`src/rtl/od_line_receiver.sv`:
```
// od_line_receiver
//   Receiver for an open-drain net with a resistive pull-up and slow RC rise.
//   The raw net is synchronised, glitches and slow-edge chatter are rejected by a
//   consecutive-sample filter, and a clean level is published together with edge
//   pulses and a stuck-low alarm.
//
// Optional feature: define RISE_MEASURE_EN to build the release-to-rise timer.
//
// Ports
//   clk          in   1      clock, all state on rising edge
//   rst_n        in   1      synchronous active-low reset
//   line         in   1      raw open-drain net (asynchronous)
//   release_req  in   1      pulse: local driver stopped pulling the net low
//   level        out  1      filtered line level
//   rise         out  1      1-cycle pulse on committed 0->1
//   fall         out  1      1-cycle pulse on committed 1->0
//   stuck_low    out  1      level held low for STUCK_CYCLES cycles
//   rise_valid   out  1      1-cycle pulse, rise_cycles updated
//   rise_cycles  out  CNT_W  cycles from release_req to committed rise
module od_line_receiver #(
  parameter int unsigned FILTER_CYCLES = 4,
  parameter int unsigned STUCK_CYCLES  = 1024,
  parameter int unsigned CNT_W         = 16
) (
  input  logic             clk,
  input  logic             rst_n,
  input  logic             line,
  input  logic             release_req,
  output logic             level,
  output logic             rise,
  output logic             fall,
  output logic             stuck_low,
  output logic             rise_valid,
  output logic [CNT_W-1:0] rise_cycles
);

  typedef enum logic [1:0] {
    ST_HIGH,
    ST_PEND_FALL,
    ST_LOW,
    ST_PEND_RISE
  } state_e;

  state_e           state_q, state_d;
  logic             sync1_q, sync2_q;
  logic [CNT_W-1:0] filt_cnt_q, filt_cnt_d;
  logic [CNT_W-1:0] stuck_cnt_q, stuck_cnt_d;
  logic             rise_q, rise_d;
  logic             fall_q, fall_d;
  logic             low_next;

  // State register, synchroniser and counters
  always_ff @(posedge clk) begin
    if (!rst_n) begin
      sync1_q     <= 1'b1;
      sync2_q     <= 1'b1;
      state_q     <= ST_HIGH;
      filt_cnt_q  <= '0;
      stuck_cnt_q <= '0;
      rise_q      <= 1'b0;
      fall_q      <= 1'b0;
    end else begin
      sync1_q     <= line;
      sync2_q     <= sync1_q;
      state_q     <= state_d;
      filt_cnt_q  <= filt_cnt_d;
      stuck_cnt_q <= stuck_cnt_d;
      rise_q      <= rise_d;
      fall_q      <= fall_d;
    end
  end

  // Next-state logic
  always_comb begin
    state_d     = state_q;
    filt_cnt_d  = filt_cnt_q;
    rise_d      = 1'b0;
    fall_d      = 1'b0;
    stuck_cnt_d = '0;
    low_next    = 1'b0;
    unique case (state_q)
      ST_HIGH: begin
        if (!sync2_q) begin
          if (FILTER_CYCLES == 1) begin
            state_d    = ST_LOW;
            filt_cnt_d = '0;
            fall_d     = 1'b1;
          end else begin
            state_d    = ST_PEND_FALL;
            filt_cnt_d = CNT_W'(1);
          end
        end
      end
      ST_PEND_FALL: begin
        if (!sync2_q) begin
          if (filt_cnt_q + CNT_W'(1) == CNT_W'(FILTER_CYCLES)) begin
            state_d    = ST_LOW;
            filt_cnt_d = '0;
            fall_d     = 1'b1;
          end else begin
            filt_cnt_d = filt_cnt_q + CNT_W'(1);
          end
        end else begin
          state_d    = ST_HIGH;
          filt_cnt_d = '0;
        end
      end
      ST_LOW: begin
        if (sync2_q) begin
          if (FILTER_CYCLES == 1) begin
            state_d    = ST_HIGH;
            filt_cnt_d = '0;
            rise_d     = 1'b1;
          end else begin
            state_d    = ST_PEND_RISE;
            filt_cnt_d = CNT_W'(1);
          end
        end
      end
      ST_PEND_RISE: begin
        if (sync2_q) begin
          if (filt_cnt_q + CNT_W'(1) == CNT_W'(FILTER_CYCLES)) begin
            state_d    = ST_HIGH;
            filt_cnt_d = '0;
            rise_d     = 1'b1;
          end else begin
            filt_cnt_d = filt_cnt_q + CNT_W'(1);
          end
        end else begin
          state_d    = ST_LOW;
          filt_cnt_d = '0;
        end
      end
      default: begin
        state_d    = ST_HIGH;
        filt_cnt_d = '0;
      end
    endcase

    // stuck_cnt holds the number of cycles (including the coming one) spent at
    // level 0; a committed rise moves to HIGH and so clears it in the rise cycle.
    low_next = (state_d == ST_LOW) || (state_d == ST_PEND_RISE);
    if (low_next) begin
      if (stuck_cnt_q == CNT_W'(STUCK_CYCLES)) stuck_cnt_d = stuck_cnt_q;
      else                                     stuck_cnt_d = stuck_cnt_q + CNT_W'(1);
    end
  end

  // Outputs
  always_comb begin
    level     = (state_q == ST_HIGH) || (state_q == ST_PEND_FALL);
    rise      = rise_q;
    fall      = fall_q;
    stuck_low = (stuck_cnt_q == CNT_W'(STUCK_CYCLES));
  end

`ifdef RISE_MEASURE_EN
  logic             armed_q;
  logic [CNT_W-1:0] rise_cnt_q;
  logic [CNT_W-1:0] rise_cycles_q;
  logic             rise_valid_q;

  // A rise being committed this edge takes priority over a coincident
  // release_req, so the report belongs to the earlier arm.
  always_ff @(posedge clk) begin
    if (!rst_n) begin
      armed_q       <= 1'b0;
      rise_cnt_q    <= '0;
      rise_cycles_q <= '0;
      rise_valid_q  <= 1'b0;
    end else begin
      rise_valid_q <= 1'b0;
      if (rise_d && armed_q) begin
        rise_cycles_q <= (rise_cnt_q == '1) ? rise_cnt_q : rise_cnt_q + CNT_W'(1);
        rise_valid_q  <= 1'b1;
        armed_q       <= 1'b0;
      end else if (release_req && !level && !rise_d) begin
        armed_q    <= 1'b1;
        rise_cnt_q <= '0;
      end else if (armed_q && rise_cnt_q != '1) begin
        rise_cnt_q <= rise_cnt_q + CNT_W'(1);
      end
    end
  end

  assign rise_valid  = rise_valid_q;
  assign rise_cycles = rise_cycles_q;
`else
  logic unused_release_req;
  assign unused_release_req = release_req;
  assign rise_valid         = 1'b0;
  assign rise_cycles        = '0;
`endif

endmodule
```
`config.mk`:
```
export PLATFORM = sky130hd
export DESIGN_NAME = od_line_receiver
export DESIGN_NICKNAME = d
export VERILOG_FILES = /design/src/rtl/od_line_receiver.sv
export SDC_FILE = /design/constraint.sdc
export NUM_CORES = 1
export LEC_CHECK = 0
export CORE_AREA = 10 10 77 79
export DETAILED_ROUTE_END_ITERATION = 8
export DIE_AREA = 0 0 87 89
export GPL_TIMING_DRIVEN = 0
export PLACE_DENSITY = 0.83
export SYNTH_ARGS = -nofsm -noshare
export SYNTH_HDL_FRONTEND = slang
export SYNTH_SLANG_ARGS = --single-unit
```
`constraint.sdc`:
```
create_clock -name clk -period 2.47 [get_ports clk]
set_clock_uncertainty 0.2 [all_clocks]
set_input_delay 0.494 -clock clk [delete_from_list [all_inputs] [get_ports clk]]
set_output_delay 0.494 -clock clk [all_outputs]
set_load 0.01 [all_outputs]
```
==> results.py <==
metrics = {
    "sta": {
        "worstMarginPinSlew_ns": 0.7920,
        "hold_violations": 0,
        "whs_ns": 0.2584,
        "fin_crit_sh": 1.022,
        "rsz0062_at_grt": "true",
        "relSlewSlack": 0.4700,
        "max_freq_mhz": 396.1,
        "setup_ws_ns": -0.05485,
        "min_period_ns": 2.525,
        "tns_ns": -0.6764,
        "slew_viol_final": 0,
        "setup_viol": 17,
    },
    "min_path": {
        "hp-class": "reg2reg",
        "worstHoldPathCells": 1,
        "hold_end": "sync2_q",
        "holdCritStartpoint": "sync1_q",
    },
    "global_routing": {
        "grt_usage": 0.1405,
        "grt_pass1_vias": 1928,
        "overflow": 0,
        "grt_pass1_wl_mm": 8.790,
        "antenna_found_initial": 0,
        "grt_max_degree": 13,
    },
    "setup_path": {
        "arrival_ns": 2.51,
        "r2r_slack_ns": -0.05,
        "critPathCaptureType": "flop",
        "worstPathRequired_ns": 2.46,
        "cpLargestDelayFamily": "simple AND/OR/NAND/NOR gates",
        "worstReg2RegEnd": "stuck_cnt_q[10]",
        "crit_fanout": 6,
        "cp.depth": 9,
        "crit_chain": "clkbuf_8, buf_4, and4_1, nor3_1, a211oi_2, or3_4, o311ai_4, buf_6, a211oi_2",
        "critical_path_class": "reg2reg",
        "critPathBufInv": 3,
        "reg2reg_from": "filt_cnt_q[8]",
        "r2r_cells": 9,
        "slowest_delay_ns": 0.44,
        "cpMaxStageDelayCell": "o311ai_4",
        "crit_top_cell": "a211oi_2",
        "critPathLaunchType": "flop",
    },
    "die": {
        "start_util": 0.4786,
        "io_pins": 25,
        "placementRows": 25,
        "die_h_um": 89,
        "die-area_sq_um": 7743,
        "die_w_um": 87,
        "core_area_sq_um": 4536,
    },
    "cts": {
        "worstSkewPairLatency_ns": 0.30,
        "cts_tree": "done",
        "max-clock-path-buffers": 2,
        "ctsHoldBuffers": 0,
        "cts_htree_levels": 2,
        "clk_pin_slew_ns": 0.08,
        "cts-root-buf": "clkbuf_8",
        "numCtsBuffers": 5,
        "clock-sinks": 38,
    },
    "synth": {
        "synth_top_family_by_area": "simple AND/OR/NAND/NOR gates",
        "synth-seq-cells": 38,
        "synth_edf_count": 0,
        "yosys.area_share.simple": 0.2997,
        "synth_compound_area_frac": 0.1383,
        "ys_dominant_reg_cell": "dfxtp_1",
        "yosys.area.top_type_share": 0.3504,
        "synth_top_cells_by_count": "dfxtp_1, a21oi_1, nand3_1",
        "netlist_instances": 265,
        "yosysSeqAreaShare": 0.3504,
        "ys_types": 44,
        "synthAdderAreaFrac": 0.01729,
        "synth-xor-area-share": 0.08069,
        "async_flop_share": 0,
        "avgSynthCellArea_sq_um": 8.192,
        "netlist_top_cells_area": "dfxtp_1, buf_4, a21oi_1",
        "yosys.area.top_type": "dfxtp_1",
        "synthMuxAreaShare": 0.009222,
        "ys_warn_count": 0,
        "synth_area_sq_um": 2171,
        "yosysMostFrequentCell": "dfxtp_1",
    },
    "status": {
        "failed_checks": "negative setup slack",
        "status": "finished, violations left",
    },
    "routing": {
        "first_iter_violations": 176,
        "vias_per_cell": 5.799,
        "drt_first_pass_iters": 4,
        "drc": 0,
        "wire_per_inst_um": 16.38,
        "vias": 2111,
        "wl_mm": 5.962,
        "drtAntennaViolNets": 0,
    },
    "finish": {
        "final_cells": 364,
        "stdcell_area_sq_um": 2836,
        "final_util": 0.6254,
        "syn2layout_area_growth_pct": 30.66,
        "fill_cells": 337,
        "nNetsFinal": 316,
        "final_layout_size_suffix_gt1_frac": 0.2710,
        "n_antenna_cell": 0,
    },
    "run": {
        "maxCapViolCount": 0,
    },
    "power_and_ir_drop": {
        "p_per_area_nw_per_um2": 469.8,
        "ir_worst_vdd_v": 0.0003096,
        "power_leakage_nw": 1.086,
        "totalPowerFinal_mw": 1.333,
    },
    "placement": {
        "post-place-ws_ns": -0.3569,
        "dpl.cell_count": 340,
        "place.gp.congestion": 0.9493,
        "dp_hpwl_mm": 3.444,
        "port_buffers": 5,
        "place_area_sq_um": 2349,
    },
}
## logic make-up after synthesis
| family | Yosys count |
|---|---|
| compound gates | 46 |
| xor+xnor | 20 |
| fa+ha+maj | 3 |
| buf+inv | 39 |
| flops | 38 |
| mux | 2 |
| other cells | 1 |
| simple gates | 116 |
## worst register-to-register path, delay by kind of cell (launching register included)
family,cells,cell delay (ns)
and+or+nand+nor,3,0.83
DFF,1,0.32
AOI/OAI and AO/OA,3,0.61
buffers and inverters,3,0.46
## routing by layer
metal	routed length [um]	track usage
met5	0	0
met4	129	0.07806
met3	312	0.03191
met2	3027	0.2405
met1	2493	0.1573
## cell usage in the layout, fill, tap and decap left out, types with 3 or more instances in the layout
master           Yosys  layout
a21oi_1             23      20
a21oi_2              0       3
a22oi_1              3       3
and2_1               4       4
and3_1               8       7
and4_1               3       3
buf_4               17      32
buf_6                1       5
clkbuf_1             8       6
clkbuf_8             0       7
clkdlybuf4s50_1      0       4
conb_1               1      17
dfxtp_1             38      28
dfxtp_2              0       6
dfxtp_4              0       4
inv_1                9       9
nand2_1             17      17
nand2b_1             3       3
nand3_1             21      19
nand4_1             12      12
nor2_1              17      17
nor3_1               9       8
nor4_1               6       4
o21ai_0              6       6
or4_1                3       3
xnor2_1              9       8
xor2_1              11      11
## layout make-up
type	count	area, sq um	share of cell area
timing repair buffer	22	183.9	0.06484
clock inverter	2	60.06	0.02117
inverter	9	33.78	0.01191
buffer	29	210.2	0.07411
sequential	38	783.3	0.2761
tap	54	67.56	0.02382
clock buffer	6	82.58	0.02911
multi-input combinational	204	1415	0.4989
## power breakdown
part | internal (mW) | total [mW] | switching (mW)
clock network | 0.431 | 0.656 | 0.225
logic | 0.0251 | 0.0623 | 0.0372
registers | 0.611 | 0.615 | 0.00358
## worst max path at each step
| stage | startpoint | to | slack [ns] |
|---|---|---|---|
| floorplan | filt_cnt_q[8] | stuck_cnt_q[11] | 0.03 |
| global placement | filt_cnt_q[0] | stuck_cnt_q[7] | -0.32 |
| detailed placement | filt_cnt_q[0] | stuck_cnt_q[15] | -0.36 |
| CTS | filt_cnt_q[8] | stuck_cnt_q[11] | -0.03 |
| global route | filt_cnt_q[8] | stuck_cnt_q[8] | -0.1 |
| finish | filt_cnt_q[8] | stuck_cnt_q[10] | -0.05 |
## what timing repair did
action / in CTS / in global routing
resized for setup: 27 / 28
pin swaps: 8 / 9
setup buffers: 10 / 6
gates cloned: 1 / 0
endpoints found under the setup margin: 19 / 22
## registers in the layout, indices dropped and copies added, names as in the netlist
signal	count
filt_cnt_q	16
sync1_q	1
sync2_q	1
stuck_cnt_q	16
state_q	2
rise	1
fall	1
Note: power is estimated with default switching activity, not from simulation.
